`config.mk`:
```
export PLATFORM = sky130hd
export DESIGN_NAME = reset_sequencer
export DESIGN_NICKNAME = d
export VERILOG_FILES = /design/src/rtl/reset_sequencer.sv
export SDC_FILE = /design/constraint.sdc
export NUM_CORES = 1
export LEC_CHECK = 0
export CAP_MARGIN = 15
export CORE_ASPECT_RATIO = 0.5
export CORE_MARGIN = 2
export CORE_UTILIZATION = 51
export DETAILED_ROUTE_END_ITERATION = 7
export PLACE_DENSITY = 0.74
export SYNTH_ARGS = -nofsm -noshare
export SYNTH_HDL_FRONTEND = slang
export SYNTH_SLANG_ARGS = --single-unit
```
`constraint.sdc`:
```
create_clock -name CLK -period 1.8 [get_ports CLK]
set_input_delay 0.54 -clock CLK [delete_from_list [all_inputs] [get_ports CLK]]
set_output_delay 0.54 -clock CLK [all_outputs]
set_load 0.03 [all_outputs]
```
`src/rtl/reset_sequencer.sv`:
```
// reset_sequencer: synchronizes the release of the board POR, stretches it,
// then releases NUM_STAGES active-low domain resets in order (bit 0 first).
// After every domain is out of reset, a software request or a watchdog
// timeout restarts the sequence. RST_CAUSE records which event caused it.
//
// Ports:
//   CLK         rising-edge clock
//   RST         asynchronous active-high reset (inverted POR)
//   SW_RST_REQ  software reset request, level-sampled each edge
//   WDT_EN      watchdog enable
//   WDT_KICK    watchdog service strobe
//   RST_OUT_N   active-low domain resets, bit 0 released first
//   READY       high once every domain is released
//   RST_CAUSE   00 power-on, 01 software, 10 watchdog

module reset_sequencer #(
  parameter int NUM_STAGES     = 3,
  parameter int SYNC_STAGES    = 2,
  parameter int STRETCH_CYCLES = 16,
  parameter int STAGE_GAP      = 8,
  parameter int WDT_CYCLES     = 1024
) (
  input  logic                  CLK,
  input  logic                  RST,
  input  logic                  SW_RST_REQ,
  input  logic                  WDT_EN,
  input  logic                  WDT_KICK,
  output logic [NUM_STAGES-1:0] RST_OUT_N,
  output logic                  READY,
  output logic [1:0]            RST_CAUSE
);

  // One counter serves both the stretch and the inter-stage gap, since the
  // two phases never overlap. It is sized for the larger of the two.
  localparam int CNT_MAX = (STRETCH_CYCLES > STAGE_GAP) ? STRETCH_CYCLES : STAGE_GAP;
  localparam int CW      = $clog2(CNT_MAX + 1);
  localparam logic [CW-1:0] STRETCH_LAST = CW'(STRETCH_CYCLES - 1);
  localparam logic [CW-1:0] GAP_LAST     = CW'(STAGE_GAP - 1);

  localparam logic [1:0] CAUSE_POR = 2'b00;
  localparam logic [1:0] CAUSE_SW  = 2'b01;
  localparam logic [1:0] CAUSE_WDT = 2'b10;

  typedef enum logic [1:0] {
    HOLD,
    STRETCH,
    RELEASE,
    RUN
  } state_t;

  state_t                 state;
  logic [CW-1:0]          cnt;
  logic [SYNC_STAGES-1:0] sync_q;
  logic                   trigger_release;
  logic                   sw_trig;
  logic                   wdt_expire;
  logic [NUM_STAGES:0]    out_shift;
  logic [NUM_STAGES-1:0]  next_out;
  logic                   last_release;

  // Release synchronizer: cleared asynchronously, fills with ones after RST
  // drops, so assertion is immediate and release is clean.
  always_ff @(posedge CLK or posedge RST) begin
    if (RST) begin
      sync_q <= '0;
    end else begin
      sync_q <= {sync_q[SYNC_STAGES-2:0], 1'b1};
    end
  end

  assign trigger_release = sync_q[SYNC_STAGES-1];

  // Software requests are ignored while still waiting for the POR release.
  assign sw_trig = SW_RST_REQ && (state != HOLD);

  // Next domain to release: shift a one in from the bottom. When the result
  // is all ones this release is the last one and READY goes with it.
  assign out_shift    = {RST_OUT_N, 1'b1};
  assign next_out     = out_shift[NUM_STAGES-1:0];
  assign last_release = &next_out;

  generate
    if (WDT_CYCLES > 0) begin : g_wdt
      localparam int WW = $clog2(WDT_CYCLES + 1);
      localparam logic [WW-1:0] WDT_LAST = WW'(WDT_CYCLES - 1);

      logic [WW-1:0] wdt_cnt;
      logic          counting;

      // A kick on the expiry edge suppresses expiry because it removes the
      // cycle from the count.
      assign counting   = (state == RUN) && WDT_EN && !WDT_KICK;
      assign wdt_expire = counting && (wdt_cnt == WDT_LAST);

      always_ff @(posedge CLK or posedge RST) begin
        if (RST) begin
          wdt_cnt <= '0;
        end else if (!counting || wdt_expire) begin
          wdt_cnt <= '0;
        end else begin
          wdt_cnt <= wdt_cnt + WW'(1);
        end
      end
    end else begin : g_no_wdt
      logic unused_wdt_inputs;
      assign unused_wdt_inputs = WDT_EN ^ WDT_KICK;
      assign wdt_expire        = 1'b0;
    end
  endgenerate

  always_ff @(posedge CLK or posedge RST) begin
    if (RST) begin
      state     <= HOLD;
      cnt       <= '0;
      RST_OUT_N <= '0;
      READY     <= 1'b0;
      RST_CAUSE <= CAUSE_POR;
    end else if (sw_trig || wdt_expire) begin
      // Internal restart: software takes priority over a coincident expiry.
      state     <= STRETCH;
      cnt       <= '0;
      RST_OUT_N <= '0;
      READY     <= 1'b0;
      RST_CAUSE <= sw_trig ? CAUSE_SW : CAUSE_WDT;
    end else begin
      case (state)
        HOLD: begin
          cnt <= '0;
          if (trigger_release) begin
            state <= STRETCH;
          end
        end
        STRETCH: begin
          if (cnt == STRETCH_LAST) begin
            cnt       <= '0;
            RST_OUT_N <= next_out;
            if (last_release) begin
              READY <= 1'b1;
              state <= RUN;
            end else begin
              state <= RELEASE;
            end
          end else begin
            cnt <= cnt + CW'(1);
          end
        end
        RELEASE: begin
          if (cnt == GAP_LAST) begin
            cnt       <= '0;
            RST_OUT_N <= next_out;
            if (last_release) begin
              READY <= 1'b1;
              state <= RUN;
            end
          end else begin
            cnt <= cnt + CW'(1);
          end
        end
        RUN: begin
          cnt <= '0;
        end
        default: begin
          state <= HOLD;
          cnt   <= '0;
        end
      endcase
    end
  end

endmodule

```
==> results.yml <==
yosys:
  syn_area_per_cell_um2: 10.3
  ys_seq_area_share_pct: 48.2
  synth_top_area_share_pct: 48.2
  synth.most_common_cell: "dfrtp_1"
  synth_cell_types: 35
  synthesis.yosys.warnings: 0
  synth_nets: 144
  async_flop_share_pct: 100
  synth-edff-count: 0
  synth_area_leader_cell: "dfrtp_1"
  synth_area_um2: 1350
  synthTopCellsByCount: "dfrtp_1, nor2_1, inv_1"
  synth_flop_cell: "dfrtp_1"
  synth.area.top_cells: "dfrtp_1, ha_1, nor2_1, xnor2_1, inv_1"
  syn_inst: 131
  yosys_register_bits: 26
global_routing:
  grt_max_degree: 27
  grt_use_total_pct: 16.9
  grt_pass1_wl_um: 3840
  grt_pass1_vias: 908
  antenna_found_initial: 0
  grt_overflow: 0
cells_and_area:
  nNetsFinal: 167
  area_growth_pct: 19.3
  num_antenna_cells: 0
  drive_gt1_share_pct: 17.1
timing:
  fin_crit_sh_pct: 96.1
  tns_ns: 0
  setup_violations: 0
  fin_crit_ns: 1.73
  skew_ns: 0.00483
  slew_viol_final: 0
  rsz0062_at_grt: "yes"
  whs_ns: 0.346
  hold_viol_final: 0
  fmaxAchievable_ghz: 0.578
floorplanning:
  io_pins: 11
  die_w_um: 76.8
  row_count: 13
  initial_core_util_pct: 52.9
  dieHeight_um: 40.4
  fp.coreArea_um2: 2550
  dieArea_um2: 3100
drt:
  first_iter_violations: 24
  first_pass_iters: 4
  routedWlPerCell_um: 12.3
  num_vias: 942
  via_per_inst: 4.98
  drc: 0
  drt_wl_total_um: 2320
  ant_nets: 0
cts:
  clock_sinks: 26
  cts_buffers: 3
  cts_tree: "built"
  root_buffer: "clkbuf_8"
  ctsHoldBuffers: 0
  cts_max_level: 1
  cts_buffer_depth: 2
  clk_pin_slew_ns: 0.09
  clock_latency_ns: 0.27
power:
  p_leak_nw: 0.709
  powerDensity_nw_per_um2: 814
  worst_ir_drop_vdd_v: 0.000418
place:
  hpwlAfterDp_um: 1680
  gp_congestion: 0.747
  io_buffers: 10
worst_setup_path:
  cp-start-kind: "flip-flop"
  crit_type: "flip-flop to flip-flop"
  critPathCaptureType: "flip-flop"
  cp.required_ns: 1.96
  arrival_ns: 1.89
  cp_max_fo: 6
  reg2reg_depth: 7
status:
  status: "completed"
worst_hold_path:
  hold_path.class: "flip-flop to flip-flop"
  holdPathStages: 0
flow_run:
  maxCapViolCount: 0
[state kept, by name, summed over array words and instances, names as in the netlist]
signal	cells
state	2
RST_OUT_N	3
g_wdt.wdt_cnt	11
READY	1
sync_q	2
RST_CAUSE	2
cnt	5
[area by class of cell]
class,count,area (µm²)
timing repair buffer,21,175
fill,232,943
sequential,26,651
inverter,14,52.6
multi-input combinational,88,644
tap,37,46.3
clock buffer,3,41.3
[cell usage in the layout (no fill, tap or decap), types with 2 or more instances in the layout]
cell,synthesis,layout
a21oi_1,3,3
xor2_1,2,2
clkbuf_8,0,3
ha_2,0,2
buf_4,0,11
mux2i_1,4,4
nor3_1,4,4
ha_1,8,6
inv_1,14,14
nand3_1,7,6
nor2_1,21,21
dlygate4sd2_1,0,6
nand3_2,1,2
xnor2_1,8,8
dfrtp_1,26,26
clkdlybuf4s50_1,0,4
nand2_1,8,8
[cell families after synthesis]
group                    after synthesis  synth area share, %
AO/OA/AOI/OAI                         11                 7.97
XOR/XNOR                              10                 6.49
adder cells (fa/ha/maj)                8                 7.41
buffers and inverters                 17                 5.47
flip-flops                            26                 48.2
multiplexers                           4                 2.97
other                                  1                0.278
AND/OR/NAND/NOR                       54                 21.2
[per-stage QoR]
stage | area (µm²) | power, mW | util (%) | worst slack, ns | instances
floorplan | 1350 | 0.887 | - | 0.0955 | 131
detailed placement | 1550 | 0.982 | 60.7 | -0.257 | 185
finish | 1610 | 1.31 | 63.1 | 0.0700 | 189
global route | 1610 | 1.38 | 63.1 | -0.0497 | 189
global placement | 1550 | 0.976 | 60.7 | -0.246 | 185
CTS | 1580 | 1.30 | 62.0 | 0.0254 | 188
[per-layer routing]
layer	track usage, %	part of all wire, %	vias up
li1	-	-	474
met1	17.4	47	456
met3	4.95	2.4	2
met2	35.5	50	10
met5	0	0	-
met4	5.00	0.82	0
[critical path, cell delays in order, from the launching register on]
cell       delay, ns
dfrtp_1         0.42
inv_1           0.10
ha_1            0.19
buf_4           0.15
nor3_1          0.07
a2111oi_4       0.37
and4_1          0.25
o21bai_2        0.07
[final timing paths]
path / end / slack [ns] / start
worst max-delay path: state[0]$_DFFE_PP0P_ / 0.07 / state[0]$_DFFE_PP0P_
worst min-delay path: sync_q[1]$_DFF_PP0_ / 0.35 / sync_q[0]$_DFF_PP0_
worst max register to register: state[0]$_DFFE_PP0P_ / 0.07 / state[0]$_DFFE_PP0P_
worst min register to register: sync_q[1]$_DFF_PP0_ / 0.35 / sync_q[0]$_DFF_PP0_
max in group asynchronous: g_wdt.wdt_cnt[8]$_DFF_PP0_ / 0.92 / RST
min in group asynchronous: RST_OUT_N[1]$_DFFE_PP0P_ / 0.62 / RST
[repair_timing]
item                       4_1_cts  5_1_grt
setup endpoints to repair        7       19
gates resized for setup          6        5
pin swaps                        2        1
setup buffers                    0        1
[report_power, final]
group	leakage (nW)	internal (mW)	switching, mW
Clock	0.0216	0.150	0.172
Combinational	0.341	0.165	0.174
Sequential	0.346	0.620	0.0296
Total	0.709	0.935	0.376
(Power assumes the default switching activity.)
